## src/rtl/fetch_ctrl_pkg.sv

```systemverilog
// Shared definitions for the instruction fetch controller: FSM encoding, reset vector
// and the pc mode encodings.
package fetch_ctrl_pkg;

    typedef enum logic [1:0] {
        StIdle,
        StFetch,
        StValid,
        StError
    } fetch_state_e;

    localparam logic [31:0] ResetVectorDefault = 32'h1A00_0000;

    localparam logic PcModeInc  = 1'b0;
    localparam logic PcModeLoad = 1'b1;

endpackage

```

## src/rtl/fetch_timeout.sv

```systemverilog
// Counts consecutive FETCH cycles without a memory acknowledge and flags the cycle
// on which the limit is reached.
module fetch_timeout #(
    parameter int unsigned MAX_WAIT = 15
) (
    input  logic clk_i,
    input  logic res_i,
    input  logic inc_i,
    output logic timeout_o
);

    localparam int unsigned CntW = (MAX_WAIT < 16) ? 4 : $clog2(MAX_WAIT + 1);

    logic [CntW-1:0] count_q, count_d;

    // Any cycle that is not a stalled fetch restarts the count.
    always_comb begin
        count_d = '0;
        if (inc_i) begin
            count_d = count_q + CntW'(1);
        end
    end

    // Fires on the MAX_WAIT-th stalled cycle so ERROR is entered at its end.
    assign timeout_o = inc_i && (count_q == CntW'(MAX_WAIT - 1));

    always_ff @(posedge clk_i or posedge res_i) begin
        if (res_i) begin
            count_q <= '0;
        end else begin
            count_q <= count_d;
        end
    end

endmodule

```

## src/rtl/fetch_ctrl.sv

```systemverilog
// Instruction fetch controller: drives the external pc, issues memory reads and
// presents fetched instructions to the consumer with a sticky timeout flag.
module fetch_ctrl
    import fetch_ctrl_pkg::*;
#(
    parameter logic [31:0] RESET_VECTOR = ResetVectorDefault,
    parameter int unsigned MAX_WAIT     = 15
) (
    input  logic        clk_i,
    input  logic        res_i,
    input  logic [31:0] pc_in_i,
    output logic        pc_enable_o,
    output logic        pc_mode_o,
    output logic [31:0] pc_d_o,
    output logic        mem_req_o,
    output logic [31:0] mem_addr_o,
    input  logic        mem_ack_i,
    input  logic [31:0] mem_rdata_i,
    output logic        instr_valid_o,
    output logic [31:0] instr_o,
    output logic [31:0] instr_pc_o,
    input  logic        instr_ready_i,
    input  logic        branch_valid_i,
    input  logic [31:0] branch_target_i,
    output logic        bus_err_o
);

    fetch_state_e state_q;
    logic [31:0]  instr_q, instr_pc_q;
    logic         instr_valid_q, bus_err_q;
    logic         wait_inc, timeout;

    assign wait_inc = !res_i && (state_q == StFetch) && !mem_ack_i && !branch_valid_i;

    fetch_timeout #(
        .MAX_WAIT (MAX_WAIT)
    ) u_fetch_timeout (
        .clk_i     (clk_i),
        .res_i     (res_i),
        .inc_i     (wait_inc),
        .timeout_o (timeout)
    );

    // pc control and memory request are same-cycle; reset forces them idle.
    always_comb begin
        pc_enable_o = 1'b0;
        pc_mode_o   = PcModeInc;
        pc_d_o      = '0;
        mem_req_o   = 1'b0;
        mem_addr_o  = '0;
        if (!res_i) begin
            unique case (state_q)
                StIdle, StValid: begin
                    if (branch_valid_i) begin
                        pc_enable_o = 1'b1;
                        pc_mode_o   = PcModeLoad;
                        pc_d_o      = branch_target_i;
                    end
                end
                StFetch: begin
                    mem_req_o  = 1'b1;
                    mem_addr_o = pc_in_i;
                    if (branch_valid_i) begin
                        pc_enable_o = 1'b1;
                        pc_mode_o   = PcModeLoad;
                        pc_d_o      = branch_target_i;
                    end else if (mem_ack_i) begin
                        pc_enable_o = 1'b1;
                    end
                end
                default: ;
            endcase
        end
    end

    always_ff @(posedge clk_i or posedge res_i) begin
        if (res_i) begin
            state_q       <= StIdle;
            instr_q       <= '0;
            instr_pc_q    <= '0;
            instr_valid_q <= 1'b0;
            bus_err_q     <= 1'b0;
        end else begin
            unique case (state_q)
                StIdle: state_q <= StFetch;
                StFetch: begin
                    if (branch_valid_i) begin
                        state_q <= StFetch;
                    end else if (mem_ack_i) begin
                        instr_q       <= mem_rdata_i;
                        instr_pc_q    <= pc_in_i;
                        instr_valid_q <= 1'b1;
                        state_q       <= StValid;
                    end else if (timeout) begin
                        bus_err_q <= 1'b1;
                        state_q   <= StError;
                    end
                end
                StValid: begin
                    if (branch_valid_i || instr_ready_i) begin
                        instr_valid_q <= 1'b0;
                        state_q       <= StFetch;
                    end
                end
                default: state_q <= StError;
            endcase
        end
    end

    assign instr_valid_o = instr_valid_q;
    assign instr_o       = instr_q;
    assign instr_pc_o    = instr_pc_q;
    assign bus_err_o     = bus_err_q;

    // The external pc must come out of reset holding the address fetched first.
    assert property (@(posedge clk_i) $fell(res_i) |-> pc_in_i == RESET_VECTOR);

endmodule

```

## config.mk

```make
export PLATFORM = sky130hd
export DESIGN_NAME = fetch_ctrl
export DESIGN_NICKNAME = d
export VERILOG_FILES = /design/src/rtl/fetch_ctrl_pkg.sv /design/src/rtl/fetch_timeout.sv /design/src/rtl/fetch_ctrl.sv
export SDC_FILE = /design/constraint.sdc
export NUM_CORES = 1
export LEC_CHECK = 0
export CORE_MARGIN = 3
export CORE_UTILIZATION = 35
export DETAILED_ROUTE_END_ITERATION = 6
export PLACE_DENSITY_LB_ADDON = 0.08
export SYNTH_ARGS = -nofsm -noshare
export SYNTH_HDL_FRONTEND = slang
export SYNTH_SLANG_ARGS = --single-unit
```

## constraint.sdc

```tcl
create_clock -name clk_i -period 5.4 [get_ports clk_i]
set_clock_uncertainty 0.1 [all_clocks]
set_input_delay 0.54 -clock clk_i [delete_from_list [all_inputs] [get_ports clk_i]]
set_output_delay 0.54 -clock clk_i [all_outputs]
set_load 0.02 [all_outputs]
```

After elaboration in Yosys (flattened, before gate mapping)
Cells that the tools add are included.
Widths: inputs -> output; s select.

operators by class
  equality and inequality tests = 7
  reduce and logical (&&, ||, !) cells = 16
  multiplexer cells = 24
  bitwise logic cells = 2
  $add $sub $neg = 1

operator list
  cell                 number
  $mux 32              5
  $mux 1               11
  $mux 2               4
  $reduce_and 4->1     2
  $ne 2x2->1 const B   3
  $pmux 2 s3           1
  $add 4x1->4 const B  1
  $eq 4x4->1 const B   1
  $logic_and 1x1->1    4
  $mux 4               1
  $ne 4x4->1 const B   1
  $pmux 1 s2           2
  $logic_not 1->1      3
  $reduce_and 3->1     1
  $reduce_or 3->1      1
  $eq 2x1->1 const B   1
  $eq 2x2->1 const B   1
  $logic_not 2->1      1
  $not 1->1            2
  $reduce_and 2->1     1
  $reduce_bool 2->1    1
  $reduce_or 2->1      1
  $logic_or 1x1->1     1

storage, ports and cells
  output and inout bits = 133
  logic and storage cells = 56
  register bits = 72
  bits of input ports = 101

Logic depth before layout (Yosys ltp)
  word-level depth = 9
  gate-level depth with buffers = 4
  gate-level depth less buffers = 4

Cells and area by module
A second synthesis with hierarchy kept.

second synthesis, totals
  cell total of the unflattened synthesis = 255
  area total of the unflattened synthesis = 3,304.4 µm²

modules (own cells, without submodules)
  module         cells an instance  area each (µm²)  times used  seq. area each (µm²)
  fetch_ctrl     238                3,109.2          1           1,701.6
  fetch_timeout  17                 195.2            1           100.1

Worst setup path before layout
Ideal clock, no wire load.

  kind = input -> register
  from = input res_i
  to = register state_q[1]
  setup slack = 2,713 ps
  cell stages on the path = 3
  arrival time = 2,501 ps
  required time = 5,214 ps
  library setup time = 86 ps
  path buffers = 0
  cell sequence = inv_1 a41oi_1 o21ai_0

on the way
  word-level cells in the longest chain between the ends = 7

RTL lines
  what                             RTL line             text
  start, declared                  fetch_ctrl.sv:10     input logic res_i,
  $logic_not 1->1 (no line)        -
  $logic_and 1x1->1 (3 in series)  fetch_ctrl.sv:33     assign wait_inc = !res_i && (state_q == StFetch) && !mem_ack_i && !branch_valid_i;
  $logic_and 1x1->1                fetch_timeout.sv:25  assign timeout_o = inc_i && (count_q == CntW'(MAX_WAIT - 1));
  $ne 4x4->1 (no line)             -
  $reduce_and 2->1 (no line)       -
  end signal, assigned             fetch_ctrl.sv:78     state_q <= StIdle;
  end signal, assigned             fetch_ctrl.sv:85     StIdle: state_q <= StFetch;
  end signal, assigned             fetch_ctrl.sv:88     state_q <= StFetch;
  end, declared                    fetch_ctrl.sv:28     fetch_state_e state_q;

Every way passes these cells.
A chain may end at the register's enable or synchronous reset.

Final worst setup path
  from = input branch_valid_i
  to = output pc_d_o[13]

on the way
  word-level cells in the longest chain between the ends = 3

RTL lines
  what             RTL line                            text
  start, declared  fetch_ctrl.sv:23                    input logic branch_valid_i,
  $mux 32          fetch_ctrl.sv:54, fetch_ctrl.sv:63
  $mux 32          -
  $mux 32          fetch_ctrl.sv:51                    if (!res_i) begin
  end, declared    fetch_ctrl.sv:14                    output logic [31:0] pc_d_o,

Every way passes these cells.

==> metrics.md <==
| Metric | Value |
|---|---|
| Status | finished, final reports clean |
| Layout Nets | 585 |
| Vias in the first global route | 2790 |
| Die H | 102.3 microns |
| CTS Root Cell | clkbuf_8 |
| Synthesized flop and latch total | 72 |
| Worst-Skew Late Latency | 320 ps |
| Synthesized area | 3246 sq um |
| Fillers | 709 |
| Tot Pwr | 2.650 mW |
| Worst slew margin | 28.73% |
| Global-route usage over all layers | 17.37% |
| CTS buffer count | 9 |
| Total gr overflow | 0 |
| Fin Setup TNS | 0 ps |
| Pre-antenna DRT Iters | 4 |
| Initial antenna violation count | 0 |
| Num rows | 34 |
| Area share of the largest cell type after synthesis | 55.51% |
| Hold Violations, Final | 0 |
| Initial Util | 36.68% |
| CTS clk-pin slew, worst paths | 70 ps |
| Cell Pwr Density | 452.3 nW/um^2 |
| Post-CTS Resized | 0 |
| Buffers on Ports | 233 |
| Min Tclk post-route | 3224 ps |
| Largest net degree at the start of global routing | 44 |
| Core Region | 8848 sq um |
| Seq/Total Area, Yosys | 55.51% |
| Post-Synth XOR/XNOR Area | 0.5397% |
| Syn avg cell area | 12.93 sq um |
| Simple-gate share of the synthesized area | 15.54% |
| Slew of the pin with the lowest slew margin | 1066 ps |
| Hold crit path type | flip-flop to flip-flop |
| Layout cell share with drive strength beyond 1 | 14.99% |
| Yosys cell types | 25 |
| DRT Wirelength | 9.370 mm |
| Post-DP HPWL | 7.428 mm |
| WP data arrival | 2580 ps |
| Adder-Cell Fraction of Synth Area | 0.7710% |
| Die area | 10460 sq um |
| First-pass GRT wire length | 14.23 mm |
| Synth area leader | dfrtp_1 |
| Compound-Gate Fraction of Synth Area | 1.735% |
| Via/cell ratio | 4.672 |
| Max Clock Freq | 310.2 MHz |
| Mux share of post-synthesis cell area | 22.21% |
| Worst EP required | 4760 ps |
| CTS tree | built |
| DRC | 0 |
| Post-CTS Hold Buffers | 0 |
| RePlAce Congestion | 0.7105 |
| Setup Viol. Count Final | 0 |
| Clock Path Buffers | 2 |
| Num ports | 234 |
| Final period util | 59.71% |
| Crit-path max FO | 40 |
| Max VDD drop | 0.0002397 V |
| Cells after Synth | 251 |
| CTS H-Tree Depth | 3 |
| Largest family of logic cells by synthesized area | multiplexers |
| Avg WL per Cell | 15.75 microns |
| CTS sink cnt | 72 |
| Iteration-0 DRC Markers | 43 |
| Yosys warnings | 0 |
| Worst Setup Start Kind | input pin |
| Worst Setup Path Type | input pin to output port |
| Static leakage | 2.484 nW |
| Post-route antenna net violation count | 0 |
| Top cells by area, synth | dfrtp_1, mux2_2, and2_1, and3_1, mux2_1 |
| Width of the die | 102.3 microns |
| RSZ-0062 raised after global routing | false |
| Post-Synthesis Net Count | 354 |
| Crit end category | output port |
| Via count | 2780 |
| Max-cap violations | 0 |
| N_diodes | 0 |
| Max Transition Viols Final | 0 |
| Post-CTS setup buffer count | 0 |
| Area grow syn2layout | 80.53% |
## placed cells by master (no fill, tap or decap), drive strengths merged, types with 2 or more instances in the layout
cell,count
clkinv,2
a21oi,2
clkbuf,11
nand2,2
and2,33
mux2,64
nor2,6
clkdlybuf4s50,233
and3,32
dfrtp,72
o21ai,3
buf,4
bufinv,2
nand2b,4
inv,3
nand3,2
ha,2
## metal layers
metal,wire length (microns),share of wire [%],global-route usage (%)
met2,4977,53,30.88
met3,788,8.4,6.143
met5,0,0,0
met4,51,0.54,3.835
met1,3552,38,20.17
## final timing paths
| path | start | end | slack [ps] | cells past startpoint |
|---|---|---|---|---|
| max | branch_valid_i | pc_d_o[13] | 2180 | 3 |
| min | u_fetch_timeout.count_q[0]$_DFF_PP0_ | u_fetch_timeout.count_q[0]$_DFF_PP0_ | 380 | 1 |
| max reg2reg | state_q[0]$_DFFE_PP0P_ | instr_pc_o[21]$_DFFE_PP0P_ | 3070 | 4 |
| min reg2reg | u_fetch_timeout.count_q[0]$_DFF_PP0_ | u_fetch_timeout.count_q[0]$_DFF_PP0_ | 380 | 1 |
| max in group asynchronous | res_i | u_fetch_timeout.count_q[1]$_DFF_PP0_ | 3620 | 3 |
| min in group asynchronous | res_i | instr_pc_o[3]$_DFFE_PP0P_ | 580 | 2 |
## layout make-up
class	count	area (sq um)	share of cell area, %
inverters	3	11.26	0.1922
repair buffers	237	2375	40.53
flip-flops and latches	72	1802	30.75
well taps	108	135.1	2.306
clock inverters	5	81.33	1.388
clock buffers	11	131.4	2.242
multi-input cells	159	1324	22.59
## critical path, cell delays in order
cell	delay (ps)
clkdlybuf4s50_1	1120
and3_1	290
clkdlybuf4s50_1	630
## kinds of logic after synthesis
family | Yosys count
AOI/OAI and AO/OA | 9
buffers and inverters | 20
adders and majority gates | 2
DFF | 72
xor gates and xnor gates | 2
muxes | 64
and+or+nand+nor | 82
## cell usage after synthesis
cell	instances
dfrtp_1	72
mux2_2	52
and2_1	33
and3_1	32
mux2_1	12
clkbuf_1	11
buf_6	6
nor2_1	6
nand2b_1	4
inv_1	3
o21ai_0	3
a21oi_1	2
ha_1	2
nand3_1	2
a2bb2oi_1	1
a41oi_1	1
nand2_1	1
nand2_2	1
nor2b_1	1
nor3_4	1
o21bai_1	1
o22ai_1	1
or4_1	1
xnor2_1	1
xor2_1	1
## power breakdown
part	internal [mW]	leakage, nW	total, mW	switching [mW]
Clock	0.261	0.104	0.449	0.188
Combinational	0.701	1.52	1.29	0.592
Sequential	0.785	0.864	0.909	0.125
## stage by stage
step | setup slack (ps) | std cells | utilization [%] | instance area (sq um) | hold WS, ps
final | 2176 | 595 | 66.22 | 5859 | 385.0
after global routing | 2005 | 595 | 66.22 | 5859 | 409.7
after CTS | 2168 | 595 | 66.22 | 5859 | 388.1
after detailed placement | 1854 | 579 | 63.82 | 5647 | 366.6
after global placement | 1895 | 579 | 63.82 | 5647 | 364.0
after floorplan | 2713 | 251 | - | 3246 | 353.6
## flip-flops by register name, indices dropped and copies added (netlist names)
signal,count
bus_err_o,1
instr_o,32
instr_pc_o,32
instr_valid_o,1
state_q,2
u_fetch_timeout.count_q,4
Note: power is estimated with default switching activity, not from simulation.
